## src/rtl/id_ex_hazard_responder_if.sv

```systemverilog
// Stall/flush handshake and ID/EX register bundle between the hazard detector, ID stage and EX stage.
// STALL_PERF_CNT_EN adds the perf counter signals.
interface id_ex_hazard_responder_if #(
    parameter int PC_W  = 32,
    parameter int CNT_W = 32
);
    logic            stall_ip;
    logic            flush_ip;
    logic            ID_valid_ip;
    logic [6:0]      ID_instr_opcode_ip;
    logic [4:0]      ID_reg_dest_ip;
    logic [4:0]      ID_src1_addr_ip;
    logic [4:0]      ID_src2_addr_ip;
    logic            ID_write_reg_en_ip;
    logic [PC_W-1:0] ID_pc_ip;

    logic            pc_hold_op;
    logic            IF_ID_hold_op;
    logic            IF_ID_flush_op;
    logic            EX_valid_op;
    logic [6:0]      EX_instr_opcode_op;
    logic [4:0]      EX_reg_dest_op;
    logic [4:0]      EX_src1_addr_op;
    logic [4:0]      EX_src2_addr_op;
    logic            EX_write_reg_en_op;
    logic [PC_W-1:0] EX_pc_op;
    logic [1:0]      state_op;
    logic            stall_timeout_op;
`ifdef STALL_PERF_CNT_EN
    logic [CNT_W-1:0] stall_cycles_op;
    logic [CNT_W-1:0] flush_cycles_op;
    logic [CNT_W-1:0] bubbles_op;
`endif

    modport master (
        output stall_ip, flush_ip, ID_valid_ip, ID_instr_opcode_ip, ID_reg_dest_ip,
               ID_src1_addr_ip, ID_src2_addr_ip, ID_write_reg_en_ip, ID_pc_ip,
        input  pc_hold_op, IF_ID_hold_op, IF_ID_flush_op, EX_valid_op, EX_instr_opcode_op,
               EX_reg_dest_op, EX_src1_addr_op, EX_src2_addr_op, EX_write_reg_en_op,
               EX_pc_op, state_op, stall_timeout_op
`ifdef STALL_PERF_CNT_EN
        , stall_cycles_op, flush_cycles_op, bubbles_op
`endif
    );

    modport slave (
        input  stall_ip, flush_ip, ID_valid_ip, ID_instr_opcode_ip, ID_reg_dest_ip,
               ID_src1_addr_ip, ID_src2_addr_ip, ID_write_reg_en_ip, ID_pc_ip,
        output pc_hold_op, IF_ID_hold_op, IF_ID_flush_op, EX_valid_op, EX_instr_opcode_op,
               EX_reg_dest_op, EX_src1_addr_op, EX_src2_addr_op, EX_write_reg_en_op,
               EX_pc_op, state_op, stall_timeout_op
`ifdef STALL_PERF_CNT_EN
        , stall_cycles_op, flush_cycles_op, bubbles_op
`endif
    );
endinterface

```

## src/rtl/id_ex_hazard_responder.sv

```systemverilog
// ID/EX pipeline register with stall/flush response FSM and consecutive-stall watchdog.
// Optional STALL_PERF_CNT_EN adds stall/flush/bubble performance counters.
module id_ex_hazard_responder #(
    parameter int PC_W             = 32,
    parameter int MAX_STALL_CYCLES = 7
) (
    input  logic                    clk,
    input  logic                    reset,
    id_ex_hazard_responder_if.slave bus
);
    typedef enum logic [1:0] {RUN = 2'b00, STALL = 2'b01, FLUSH = 2'b10} state_t;

    typedef struct packed {
        logic            valid;
        logic [6:0]      opcode;
        logic [4:0]      rd;
        logic [4:0]      rs1;
        logic [4:0]      rs2;
        logic            we;
        logic [PC_W-1:0] pc;
    } ex_t;

    localparam int   SC_W   = 8;
    localparam logic [SC_W-1:0] SC_MAX = SC_W'(MAX_STALL_CYCLES);
    localparam ex_t  BUBBLE = '{valid: 1'b0, opcode: 7'h13, rd: 5'd0, rs1: 5'd0,
                                rs2: 5'd0, we: 1'b0, pc: '0};

    state_t          state_q, state_d;
    logic [SC_W-1:0] cnt_q, cnt_d;
    logic            timeout_q, timeout_d;
    ex_t             ex_q, ex_d;
    logic            bubble_sel;
    logic            hold;

    always_ff @(posedge clk) begin
        if (reset) begin
            state_q   <= RUN;
            cnt_q     <= '0;
            timeout_q <= 1'b0;
            ex_q      <= BUBBLE;
        end else begin
            state_q   <= state_d;
            cnt_q     <= cnt_d;
            timeout_q <= timeout_d;
            ex_q      <= ex_d;
        end
    end

    always_comb begin
        state_d = RUN;
        cnt_d   = '0;
        case (state_q)
            RUN: begin
                if (bus.flush_ip) state_d = FLUSH;
                else if (bus.stall_ip) begin
                    state_d = STALL;
                    cnt_d   = SC_W'(1);
                end
            end
            STALL: begin
                if (bus.flush_ip) state_d = FLUSH;
                else if (bus.stall_ip) begin
                    state_d = STALL;
                    cnt_d   = (cnt_q >= SC_MAX) ? SC_MAX : cnt_q + SC_W'(1);
                end
            end
            FLUSH:   if (bus.flush_ip) state_d = FLUSH;
            default: state_d = RUN;
        endcase
        timeout_d = timeout_q | (cnt_d == SC_MAX);
    end

    // Only RUN/STALL with neither flush nor stall may capture; FLUSH-state ID is wrong-path.
    always_comb begin
        hold       = bus.stall_ip && !bus.flush_ip && (state_q != FLUSH) && !reset;
        bubble_sel = 1'b1;
        if ((state_q == RUN || state_q == STALL) && !bus.flush_ip && !bus.stall_ip)
            bubble_sel = !bus.ID_valid_ip;
        ex_d = bubble_sel ? BUBBLE :
               '{valid: 1'b1, opcode: bus.ID_instr_opcode_ip, rd: bus.ID_reg_dest_ip,
                 rs1: bus.ID_src1_addr_ip, rs2: bus.ID_src2_addr_ip,
                 we: bus.ID_write_reg_en_ip, pc: bus.ID_pc_ip};
    end

    assign bus.pc_hold_op         = hold;
    assign bus.IF_ID_hold_op      = hold;
    assign bus.IF_ID_flush_op     = bus.flush_ip && !reset;
    assign bus.EX_valid_op        = ex_q.valid;
    assign bus.EX_instr_opcode_op = ex_q.opcode;
    assign bus.EX_reg_dest_op     = ex_q.rd;
    assign bus.EX_src1_addr_op    = ex_q.rs1;
    assign bus.EX_src2_addr_op    = ex_q.rs2;
    assign bus.EX_write_reg_en_op = ex_q.we;
    assign bus.EX_pc_op           = ex_q.pc;
    assign bus.state_op           = state_q;
    assign bus.stall_timeout_op   = timeout_q;

`ifdef STALL_PERF_CNT_EN
    localparam int CW = $bits(bus.stall_cycles_op);
    logic [CW-1:0] stall_cyc_q, flush_cyc_q, bubbles_q;

    always_ff @(posedge clk) begin
        if (reset) begin
            stall_cyc_q <= '0;
            flush_cyc_q <= '0;
            bubbles_q   <= '0;
        end else begin
            stall_cyc_q <= stall_cyc_q + CW'(state_d == STALL);
            flush_cyc_q <= flush_cyc_q + CW'(bus.flush_ip);
            bubbles_q   <= bubbles_q + CW'(bubble_sel);
        end
    end

    assign bus.stall_cycles_op = stall_cyc_q;
    assign bus.flush_cycles_op = flush_cyc_q;
    assign bus.bubbles_op      = bubbles_q;
`endif
endmodule

```

## src/flat_wrapper.sv

```systemverilog
// flat-port wrapper written by rule: the top's interface ports become plain ports
module id_ex_hazard_responder_flat 
#(
    parameter int PC_W             = 32,
    parameter int MAX_STALL_CYCLES = 7
)
  (clk, reset, bus_stall_ip, bus_flush_ip, bus_ID_valid_ip, bus_ID_instr_opcode_ip, bus_ID_reg_dest_ip, bus_ID_src1_addr_ip, bus_ID_src2_addr_ip, bus_ID_write_reg_en_ip, bus_ID_pc_ip, bus_pc_hold_op, bus_IF_ID_hold_op, bus_IF_ID_flush_op, bus_EX_valid_op, bus_EX_instr_opcode_op, bus_EX_reg_dest_op, bus_EX_src1_addr_op, bus_EX_src2_addr_op, bus_EX_write_reg_en_op, bus_EX_pc_op, bus_state_op, bus_stall_timeout_op);
  id_ex_hazard_responder_if #(.PC_W(PC_W)) bus_i ();
  input  logic clk;
  input  logic reset;
  input wire logic [$bits(bus_i.stall_ip)-1:0] bus_stall_ip;
  input wire logic [$bits(bus_i.flush_ip)-1:0] bus_flush_ip;
  input wire logic [$bits(bus_i.ID_valid_ip)-1:0] bus_ID_valid_ip;
  input wire logic [$bits(bus_i.ID_instr_opcode_ip)-1:0] bus_ID_instr_opcode_ip;
  input wire logic [$bits(bus_i.ID_reg_dest_ip)-1:0] bus_ID_reg_dest_ip;
  input wire logic [$bits(bus_i.ID_src1_addr_ip)-1:0] bus_ID_src1_addr_ip;
  input wire logic [$bits(bus_i.ID_src2_addr_ip)-1:0] bus_ID_src2_addr_ip;
  input wire logic [$bits(bus_i.ID_write_reg_en_ip)-1:0] bus_ID_write_reg_en_ip;
  input wire logic [$bits(bus_i.ID_pc_ip)-1:0] bus_ID_pc_ip;
  output wire logic [$bits(bus_i.pc_hold_op)-1:0] bus_pc_hold_op;
  output wire logic [$bits(bus_i.IF_ID_hold_op)-1:0] bus_IF_ID_hold_op;
  output wire logic [$bits(bus_i.IF_ID_flush_op)-1:0] bus_IF_ID_flush_op;
  output wire logic [$bits(bus_i.EX_valid_op)-1:0] bus_EX_valid_op;
  output wire logic [$bits(bus_i.EX_instr_opcode_op)-1:0] bus_EX_instr_opcode_op;
  output wire logic [$bits(bus_i.EX_reg_dest_op)-1:0] bus_EX_reg_dest_op;
  output wire logic [$bits(bus_i.EX_src1_addr_op)-1:0] bus_EX_src1_addr_op;
  output wire logic [$bits(bus_i.EX_src2_addr_op)-1:0] bus_EX_src2_addr_op;
  output wire logic [$bits(bus_i.EX_write_reg_en_op)-1:0] bus_EX_write_reg_en_op;
  output wire logic [$bits(bus_i.EX_pc_op)-1:0] bus_EX_pc_op;
  output wire logic [$bits(bus_i.state_op)-1:0] bus_state_op;
  output wire logic [$bits(bus_i.stall_timeout_op)-1:0] bus_stall_timeout_op;
  assign bus_i.stall_ip = bus_stall_ip;
  assign bus_i.flush_ip = bus_flush_ip;
  assign bus_i.ID_valid_ip = bus_ID_valid_ip;
  assign bus_i.ID_instr_opcode_ip = bus_ID_instr_opcode_ip;
  assign bus_i.ID_reg_dest_ip = bus_ID_reg_dest_ip;
  assign bus_i.ID_src1_addr_ip = bus_ID_src1_addr_ip;
  assign bus_i.ID_src2_addr_ip = bus_ID_src2_addr_ip;
  assign bus_i.ID_write_reg_en_ip = bus_ID_write_reg_en_ip;
  assign bus_i.ID_pc_ip = bus_ID_pc_ip;
  assign bus_pc_hold_op = bus_i.pc_hold_op;
  assign bus_IF_ID_hold_op = bus_i.IF_ID_hold_op;
  assign bus_IF_ID_flush_op = bus_i.IF_ID_flush_op;
  assign bus_EX_valid_op = bus_i.EX_valid_op;
  assign bus_EX_instr_opcode_op = bus_i.EX_instr_opcode_op;
  assign bus_EX_reg_dest_op = bus_i.EX_reg_dest_op;
  assign bus_EX_src1_addr_op = bus_i.EX_src1_addr_op;
  assign bus_EX_src2_addr_op = bus_i.EX_src2_addr_op;
  assign bus_EX_write_reg_en_op = bus_i.EX_write_reg_en_op;
  assign bus_EX_pc_op = bus_i.EX_pc_op;
  assign bus_state_op = bus_i.state_op;
  assign bus_stall_timeout_op = bus_i.stall_timeout_op;
  id_ex_hazard_responder #(.PC_W(PC_W), .MAX_STALL_CYCLES(MAX_STALL_CYCLES)) u_core (.clk(clk), .reset(reset), .bus(bus_i));
endmodule
```

## config.mk

```make
export PLATFORM = sky130hd
export DESIGN_NAME = id_ex_hazard_responder_flat
export DESIGN_NICKNAME = d
export VERILOG_FILES = /design/src/rtl/id_ex_hazard_responder_if.sv /design/src/rtl/id_ex_hazard_responder.sv /design/src/flat_wrapper.sv
export SDC_FILE = /design/constraint.sdc
export NUM_CORES = 1
export LEC_CHECK = 0
export ABC_AREA = 1
export CAP_MARGIN = 20
export CORE_AREA = 2 2 85 71
export DETAILED_ROUTE_END_ITERATION = 12
export DIE_AREA = 0 0 87 73
export PLACE_DENSITY = 0.86
export REMOVE_ABC_BUFFERS = 1
export SLEW_MARGIN = 25
export SYNTH_ARGS = -nofsm -noshare
export SYNTH_HDL_FRONTEND = slang
export SYNTH_SLANG_ARGS = --single-unit
export TNS_END_PERCENT = 5
```

## constraint.sdc

```tcl
create_clock -name clk -period 3.3 [get_ports clk]
set_input_delay 0.66 -clock clk [delete_from_list [all_inputs] [get_ports clk]]
set_output_delay 0.66 -clock clk [all_outputs]
set_load 0.005 [all_outputs]
```

==> results.tsv <==
stage	metric	value	unit
clocking	Resize count post-CTS	0	
finish	fin area	3601	um^2
timing	fin. max-slew vios	0	
worst_setup_path	CP Class	in -> out	
finish	layout cells sized above 1	0.1910	
finish	# fillers	493	
routing	routed via count	1635	
floorplan	Die Area	6351	um^2
timing	Final setup viols	0	
worst_setup_path	worst path required time	2640	ps
status	outcome	completed	
pwr	Leak	1.575	nW
clocking	Root Driver	clkbuf_8	
finish	Finished Layout Cells	423	
pwr	Pwr Density	465.1	nW/um^2
timing	minimum clock period	2750	ps
placement	placed cell area	3392	um^2
clocking	Worst-Skew Late Latency	320	ps
clocking	H-tree levels	3	
clocking	clock buffer depth	2	
placement	DP Cell Count	408	
placement	Place WS	529.7	ps
timing	crit share post-route	0.8334	
routing	Initial DRC Count	36	
synthesis	synth unique cells	22	
worst_setup_path	CP endpoint kind	output pin	
global_routing	vias in the first global route	1627	
finish	Register Area	1341	um^2
min_path	WHS Endpoint	u_core.bus.stall_timeout_op	
job	max cap viols	0	
synthesis	Synth Instances	223	
global_routing	largest net degree at the start of global routing	56	
routing	DR DRC count	0	
worst_setup_path	reg-to-reg endpoint	u_core.bus.EX_instr_opcode_op[0]	
timing	PnR worst setup slack	549.6	ps
global_routing	GR Util All Layers	0.1450	
floorplan	Row Count	25	
routing	Wirelength per Cell	10.15	um
clocking	clock sink count	67	
floorplan	Die Width	87	um
finish	n_diodes	0	
placement	Final GP Congestion	0.7769	
timing	final hold slack	447.6	ps
timing	Worst Max-Slew Pin Slew	812.0	ps
routing	DR vias/cell	3.865	
worst_setup_path	worst path arrival time	2090	ps
timing	Clock Skews	3.571	ps
worst_setup_path	maximum fanout along the worst path	7	
synthesis	area leader, netlist	dfxtp_1	
synthesis	#FFs+latches synth	67	
timing	final hold violation count	0	
finish	synthesis-to-layout area growth	67.52	%
synthesis	Synth top area share	0.6240	
synthesis	Netlist Area Pre-Place	2150	um^2
floorplan	floorplan core area	5599	um^2
synthesis	Ys Warns	0	
min_path	HP Class	reg -> reg	
worst_setup_path	R2R depth	5	
clocking	CTS hold repair buffers	0	
floorplan	Initial Util	0.3839	
routing	DRT Wirelength	4292	um
finish	fin nets	413	
clocking	clock buffer count from CTS	9	
finish	Multi-input gate area	524.3	um^2
global_routing	initial antenna violation count	0	
worst_setup_path	internal reg-to-reg setup slack	1860	ps
timing	setup TNS	0	ps
placement	hpwl dp	3343	um
floorplan	Die Y-Extent	73	um
global_routing	first-pass GRT wire length	7003	um
routing	drt pass-1 iters	4	
min_path	Hold Crit Depth	2	
pwr	Worst IR Drop VDD	0.3144	mV
min_path	critical hold path startpoint	u_core.bus.stall_timeout_op	
synthesis	Mean Syn Cell Area	9.639	um^2
clocking	clock-pin slew on the worst setup and hold paths	60	ps
timing	Fmax	363.6	MHz
clocking	CTS tree	built	
floorplan	io pins	122	
synthesis	Synth area leaders	dfxtp_1 62%, nor2_2 15%, inv_1 10%, buf_6 2.6%, nor2_1 2.1%	
clocking	Setup Buffers After CTS	0	
timing	Slew HR	0.4586	
routing	post-route ant nets	0	
placement	Port-buffer cells	121	
synthesis	post-synthesis sequential area ratio	0.6240	
worst_setup_path	Critical R2R Launch	u_core.bus.state_op[1]	
worst_setup_path	Startpoint Class	primary input	
timing	RSZ-0062 raised after global routing	no	
global_routing	global route total overflow	0	
==> stage by stage <==
step	total power, mW	util
final	1.675	0.6431
after global routing	1.745	0.6431
after CTS	1.702	0.6431
after detailed placement	0.9843	0.6058
after global placement	0.9811	0.6058
after floorplan	0.8836	-
==> cell families after synthesis <==
family                     count (synthesis)  share of synthesized area
AOI/OAI and AO/OA                          5                    0.01688
adders and majority gates                  1                   0.005820
buffers and inverters                     67                     0.1374
DFF                                       67                     0.6240
other                                      1                   0.001745
and+or+nand+nor                           82                     0.2142
==> how the worst max path moves through the flow <==
stage,start,endpoint,slack [ps],depth (start not counted)
finish,reset,bus_IF_ID_hold_op,550,3
global route,reset,bus_IF_ID_hold_op,490,3
CTS,reset,bus_IF_ID_hold_op,520,3
detailed placement,reset,bus_IF_ID_hold_op,530,3
global placement,reset,bus_IF_ID_hold_op,600,3
floorplan,bus_flush_ip,bus_IF_ID_hold_op,1540,3
==> cells in the mapped netlist, drive strengths merged <==
library cell,number
nand3,1
or2,3
conb,1
ha,1
buf,6
o21ai,1
o21a,1
inv,61
nor3,3
nor2b,1
a211oi,1
dfxtp,67
a21boi,1
a21oi,1
nand2,10
nor2,64
==> power by group <==
group,switching (mW),internal [mW],leakage [nW]
Combinational,0.0450,0.0921,0.928
Clock,0.267,0.443,0.104
Sequential,0.00455,0.823,0.544
Total,0.316,1.36,1.57
==> area by class of cell <==
type                            count  area share
Clock buffer                       13     0.04135
Timing Repair Buffer              121      0.3363
Sequential cell                    67      0.3725
Multi-Input combinational cell     92      0.1456
Inverter                           61     0.06428
Tap cell                           67     0.02328
Clock inverter                      2     0.01668
==> cells in the final DEF, fill, tap and decap left out <==
master,instances
a211oi_1,1
a21boi_2,1
a21oi_1,1
bufinv_16,2
clkbuf_1,3
clkbuf_8,10
clkdlybuf4s50_1,121
conb_1,4
dfxtp_1,67
ha_1,1
inv_1,59
inv_2,1
inv_4,1
nand2_1,9
nand2_2,1
nand3_1,1
nor2_1,12
nor2_2,51
nor2_4,1
nor2b_1,1
nor3_1,3
o21a_1,1
o21ai_1,1
or2_1,3
==> state kept, by name, summed over array words and instances (netlist names) <==
name and flops:
u_core.bus.EX_instr_opcode_op 7, u_core.bus.EX_pc_op 32, u_core.bus.EX_reg_dest_op 5, u_core.bus.EX_src1_addr_op 5, u_core.bus.EX_src2_addr_op 5, u_core.bus.EX_valid_op 1, u_core.bus.EX_write_reg_en_op 1, u_core.bus.stall_timeout_op 1
u_core.bus.state_op 2, u_core.cnt_q 8
==> worst max-delay path, stage by stage <==
cell and delay [ps]:
clkdlybuf4s50_1 530, a211oi_1 330, clkdlybuf4s50_1 570
==> metal layers <==
layer,vias to the layer above,part of all wire,global-route usage
met1,679,0.37,0.1439
met4,0,0.015,0.03993
met2,76,0.49,0.2434
li1,870,-,-
met5,-,0,0
met3,10,0.12,0.1041
Power figures use the tool's default switching activity.
==> RTL edit 1, RTL diff (same settings) <==
Set the localparam `SC_W` to 6 (it was 8).
--- a/src/rtl/id_ex_hazard_responder.sv
+++ b/src/rtl/id_ex_hazard_responder.sv
@@ -22,3 +22,3 @@
 
-    localparam int   SC_W   = 8;
+    localparam int   SC_W   = 6;
     localparam logic [SC_W-1:0] SC_MAX = SC_W'(MAX_STALL_CYCLES);
Function: same outputs for any inputs over 10 cycles, from zero or initial values and one cycle with reset high; that may be too few to reach the edited logic, so the function may still have changed.
==> RTL edit 1 against the unedited design <==
Cell area increased by 5.7%. Sequential cell count shrank 2. Worst setup slack lost 0.053 ns. Total power decreased by 5.2%. Synthesized area is 12% higher. Synthesized cell count decreased by 2.2%. Non-clock buffer count increased by 5. Routed wire length rose by 2.9%. Highest routed layer unchanged.
==> RTL edit 1: results (changes against the unedited design) <==
INFO  metric multi_input_cells = 86 (-6.5%)
INFO  metric run_status = finished, final reports clean
INFO  metric syn-mean-instance-area = 11.0 um^2 (+14%)
INFO  metric route.detailed.vias_per_inst = 4.02 (+3.9%)
INFO  metric r2r-end = u_core.bus.EX_pc_op[12]$_SDFF_PP0_
INFO  metric clock_skew = 0.00446 ns (+0.000885 ns)
INFO  metric num-nets-final = 410 (-0.73%)
INFO  metric gp_congestion = 0.804 (+3.5%)
INFO  metric area_share_clock_buf_inv = 4.80% (-1.0 points)
INFO  metric track_usage = 14.6% (+0.11 points)
INFO  metric final.hold.worst_slack = 0.459 ns (+0.0118 ns)
INFO  metric flow.area_growth_from_synthesis = 58.2%
INFO  metric multi_input_area_share = 19.9% (+5.3 points)
INFO  metric timing.max_slew.rel_slack = 55.6% (+9.7 points)
INFO  metric synth_top_cells_by_count = sky130_fd_sc_hd__dfxtp_1, sky130_fd_sc_hd__inv_1, sky130_fd_sc_hd__nor2_4
INFO  metric placement.cell_area = 3620 um^2 (+6.8%)
INFO  metric fillCellCount = 435 (-12%)
INFO  metric dr.first_iter.drc_count = 28 (-22%)
INFO  metric maxCapViolations = 0 (unchanged)
INFO  metric synth.yosys.seq_area_share = 54.1% (-8.3 points)
INFO  metric synth.ff_latch_count = 65 (-3.0%)
INFO  metric routedWlPerCell = 10.5 um (+3.9%)
INFO  metric drive_above_1_share = 21.0% (+1.9 points)
INFO  metric sh_seq_area = 34.2% (-3.1 points)
INFO  metric clock_buffers = 10 (-3)
INFO  metric worst_vdd_rail_ir_drop = 233 uV (-26%)
INFO  metric worst_ep_arrival_time = 2.14 ns (+0.05 ns)
INFO  metric grt_start_max_net_pins = 41 (-27%)
INFO  metric nonClockBufferCount = 126 (+4.1%)
INFO  metric worstPathMaxFanout = 8 (+1)
INFO  metric detailedPlace.worstSlack = 0.490 ns (-0.0393 ns)
INFO  metric p_leak = 1.57 nW (-0.21%)
INFO  metric rrSetupSlack = 1.68 ns (-0.18 ns)
INFO  metric layout.nonclk_buf_share = 32.8% (-0.83 points)
INFO  metric inverters = 61 (unchanged)
INFO  metric post_synth_inst_count = 218 (-2.2%)
RTL edit 1: cell types whose count changed after synthesis, moves of 3 or more:
| cell | before | now |
|---|---|---|
| sky130_fd_sc_hd__nand2_1 | 9 | 6 |
| sky130_fd_sc_hd__nor2_2 | 51 | 1 |
| sky130_fd_sc_hd__buf_6 | 5 | 1 |
| sky130_fd_sc_hd__buf_12 | 0 | 5 |
| sky130_fd_sc_hd__nor2_4 | 1 | 51 |
RTL edit 1: power groups by stage:
stage          combinational [mW]  sequential [mW]  clock, mW
2_1_floorplan              0.0560            0.821          0
3_3_place_gp                0.157            0.819          0
3_5_place_dp                0.160            0.820          0
4_1_cts                     0.161            0.802      0.653
5_1_grt                     0.172            0.803      0.686
6_report                    0.159            0.802      0.627
RTL edit 1: logic make-up (layout without fill, tap and decap cells):
kind of cell	count (synthesis)	after routing	share of synthesized area [%]
and+or+nand+nor	79	79	29.4
buffers and inverters	68	201	14.7
DFF	65	65	54.1
AOI/OAI and AO/OA	4	4	1.14
adders and majority gates	1	1	0.520
other	1	2	0.156
RTL edit 1: worst reg2reg max path: stages, from the launching register on:
cell                      delay [ns]
sky130_fd_sc_hd__dfxtp_1        0.45
sky130_fd_sc_hd__nor2_4         0.06
sky130_fd_sc_hd__and3_4         0.17
sky130_fd_sc_hd__inv_6          0.49
sky130_fd_sc_hd__buf_4          0.31
sky130_fd_sc_hd__nor2_4         0.04
RTL edit 1: layer usage:
metal	global-route usage, %	vias to the layer above	part of all wire, %	routed length (um)
met5	0	-	0	0
met4	6.25	0	1.2	54
met3	9.50	6	11	481
met2	24.8	65	53	2350
met1	14.0	746	35	1530
li1	-	866	-	-
==> RTL edit 2, RTL diff (config.mk and constraints unchanged) <==
Without the edit above. `MAX_STALL_CYCLES` is set to 7 in 2 places; all go to 5.
--- a/src/rtl/id_ex_hazard_responder.sv
+++ b/src/rtl/id_ex_hazard_responder.sv
@@ -4,3 +4,3 @@
     parameter int PC_W             = 32,
-    parameter int MAX_STALL_CYCLES = 7
+    parameter int MAX_STALL_CYCLES = 5
 ) (
--- a/src/flat_wrapper.sv
+++ b/src/flat_wrapper.sv
@@ -4,3 +4,3 @@
     parameter int PC_W             = 32,
-    parameter int MAX_STALL_CYCLES = 7
+    parameter int MAX_STALL_CYCLES = 5
 )
Behaviour: not the same (Yosys sat finds a counterexample within 10 cycles, from zero or initial values and one cycle with reset high).
==> RTL edit 2 against the unedited design <==
Worst setup slack lost 0.053 ns. Sequential cell count is the same. Clock power shrank 24%. Clock skew shrank 0.00098 ns. Routed wire length grew 9.6%. Total power shrank 8.6%. Combinational power grew 16%. Final cell count grew 2.8%. Synthesized area grew 13%. Sequential power is essentially flat. Maximum frequency shrank 1.9%. Cell area grew 6.7%. Synthesized cell count grew 4.5%. Largest cell class unchanged. Largest power group unchanged. Highest routed layer unchanged.
==> RTL edit 2: results (changes against the unedited design) <==
INFO  metric run_status = finished, final reports clean
INFO  metric ctsLongestPathBuffers = 2 (unchanged)
INFO  metric grt_first_pass_wirelength = 7480 um (+6.8%)
INFO  metric rrSetupSlack = 1.76 ns (-0.10 ns)
INFO  metric ys_top_cells_by_area = sky130_fd_sc_hd__dfxtp_1, sky130_fd_sc_hd__nor2_4, sky130_fd_sc_hd__inv_1
INFO  metric synth_compound_area_share = 1.14% (-0.55 points)
INFO  metric worst_ep_arrival_time = 2.14 ns (+0.05 ns)
INFO  metric slowest_stage = sky130_fd_sc_hd__clkdlybuf4s50_1
INFO  metric drt_pre_antenna_iters = 4 (unchanged)
INFO  metric worst_vdd_rail_ir_drop = 294 uV (-6.6%)
INFO  metric tightestPinTransition = 0.590 ns (-0.222 ns)
INFO  metric detailedPlace.worstSlack = 0.489 ns (-0.0407 ns)
INFO  metric port_buffers = 121 (unchanged)
INFO  metric cts_made_buffers = 9 (unchanged)
INFO  metric fillCellCount = 438 (-11%)
INFO  metric synth-adder-area-share = 1.55% (+0.97 points)
INFO  metric num-nets-final = 426 (+3.1%)
INFO  metric track_usage = 16.0% (+1.5 points)
INFO  metric detailed_place_hpwl = 3740 um (+12%)
INFO  metric p_leak = 1.65 nW (+5.1%)
INFO  metric reg2regPathDepth = 4 (-1)
INFO  metric via_count = 1753 (+7.2%)
INFO  metric grt_start_max_net_pins = 20 (-64%)
INFO  metric timing.hold.worst.start = u_core.bus.stall_timeout_op$_SDFF_PP0_
INFO  metric dr.first_iter.drc_count = 37 (+2.8%)
INFO  metric clock_skew = 0.00259 ns (-0.000978 ns)
INFO  metric post-cts-setup-buffers = 0 (unchanged)
INFO  metric r2r-end = u_core.bus.EX_reg_dest_op[2]$_SDFF_PP0_
INFO  metric worstPathMaxFanout = 2 (-5)
INFO  metric final.hold.worst_slack = 0.451 ns (+0.00310 ns)
INFO  metric critical-path-max-stage-delay = 0.55 ns (-0.02 ns)
INFO  metric xor_xnor_share_of_the_synthesized_area = 0.361% (+0.36 points)
INFO  metric gp_congestion = 0.723 (-7.0%)
INFO  metric synth_top_cells_by_count = sky130_fd_sc_hd__dfxtp_1, sky130_fd_sc_hd__inv_1, sky130_fd_sc_hd__nor2_4
INFO  metric synth.yosys.seq_area_share = 55.3% (-7.1 points)
INFO  metric ys_types = 23 (+4.5%)
INFO  metric placement.cell_area = 3690 um^2 (+8.8%)
INFO  metric drive_above_1_share = 16.3% (-2.8 points)
INFO  metric fp.dieArea = 6350 um^2 (unchanged)
INFO  metric root_buffer = sky130_fd_sc_hd__clkbuf_8
INFO  metric worstHoldEndpoint = u_core.bus.stall_timeout_op$_SDFF_PP0_
INFO  metric synth.top_cell.area_share = 55.3% (-7.1 points)
INFO  metric proportion_of_synthesized_area_in_mux_cells = 0% (unchanged)
INFO  metric grt_pass1_vias = 1715 (+5.4%)
INFO  metric drt_wirelength = 4710 um (+9.6%)
[RTL edit 2: logic make-up after synthesis]
logic type | Yosys count
compound gates | 4
other cells | 1
fa+ha+maj | 3
buf+inv | 75
xor+xnor | 1
flops | 67
simple gates | 82
[RTL edit 2: worst reg2reg max path: stages, from the launching register on]
cell and delay, ns:
sky130_fd_sc_hd__dfxtp_1 0.35, sky130_fd_sc_hd__nor2_4 0.13, sky130_fd_sc_hd__nand4_4 0.46, sky130_fd_sc_hd__buf_12 0.40, sky130_fd_sc_hd__nor2_1 0.13
[RTL edit 2: worst max path at each step]
| stage | start | endpoint | slack, ns | cells past startpoint |
|---|---|---|---|---|
| 6_report | bus_stall_ip | bus_IF_ID_hold_op | 0.50 | 6 |
| 5_1_grt | bus_stall_ip | bus_IF_ID_hold_op | 0.37 | 6 |
| 4_1_cts | bus_stall_ip | bus_IF_ID_hold_op | 0.48 | 6 |
| 3_5_place_dp | bus_stall_ip | bus_IF_ID_hold_op | 0.49 | 6 |
| 3_3_place_gp | bus_stall_ip | bus_pc_hold_op | 0.54 | 6 |
| 2_1_floorplan | bus_stall_ip | u_core.bus.EX_instr_opcode_op[0]$_SDFF_PP1_ | -0.34 | 3 |
[RTL edit 2: power breakdown]
| part | total (mW) | switching (mW) | internal [mW] |
|---|---|---|---|
| logic | 0.159 | 0.0602 | 0.0989 |
| registers | 0.828 | 0.00524 | 0.823 |
| clock network | 0.543 | 0.273 | 0.270 |
[RTL edit 2: layout make-up]
class / count / area, um^2 / share of cell area, %
clock inverters: 3 / 15.0 / 0.391
flip-flops and latches: 67 / 1340 / 34.9
well taps: 67 / 83.8 / 2.18
inverters: 67 / 251 / 6.54
multi-input cells: 94 / 742 / 19.3
repair buffers: 124 / 1270 / 33.1
clock buffers: 13 / 139 / 3.61
[RTL edit 2: per-layer routing]
layer	wire, um	vias to the layer above	track usage [%]
li1	-	903	-
met4	25	0	6.25
met5	0	-	0
met1	1630	774	14.8
met2	2570	72	27.9
met3	485	4	10.7
[RTL edit 2: per-stage QoR]
| stage | instances | utilization (%) |
|---|---|---|
| 2_1_floorplan | 228 | - |
| 3_3_place_gp | 419 | 65.9 |
| 3_5_place_dp | 419 | 65.9 |
| 4_1_cts | 435 | 68.6 |
| 5_1_grt | 435 | 68.6 |
| 6_report | 435 | 68.6 |
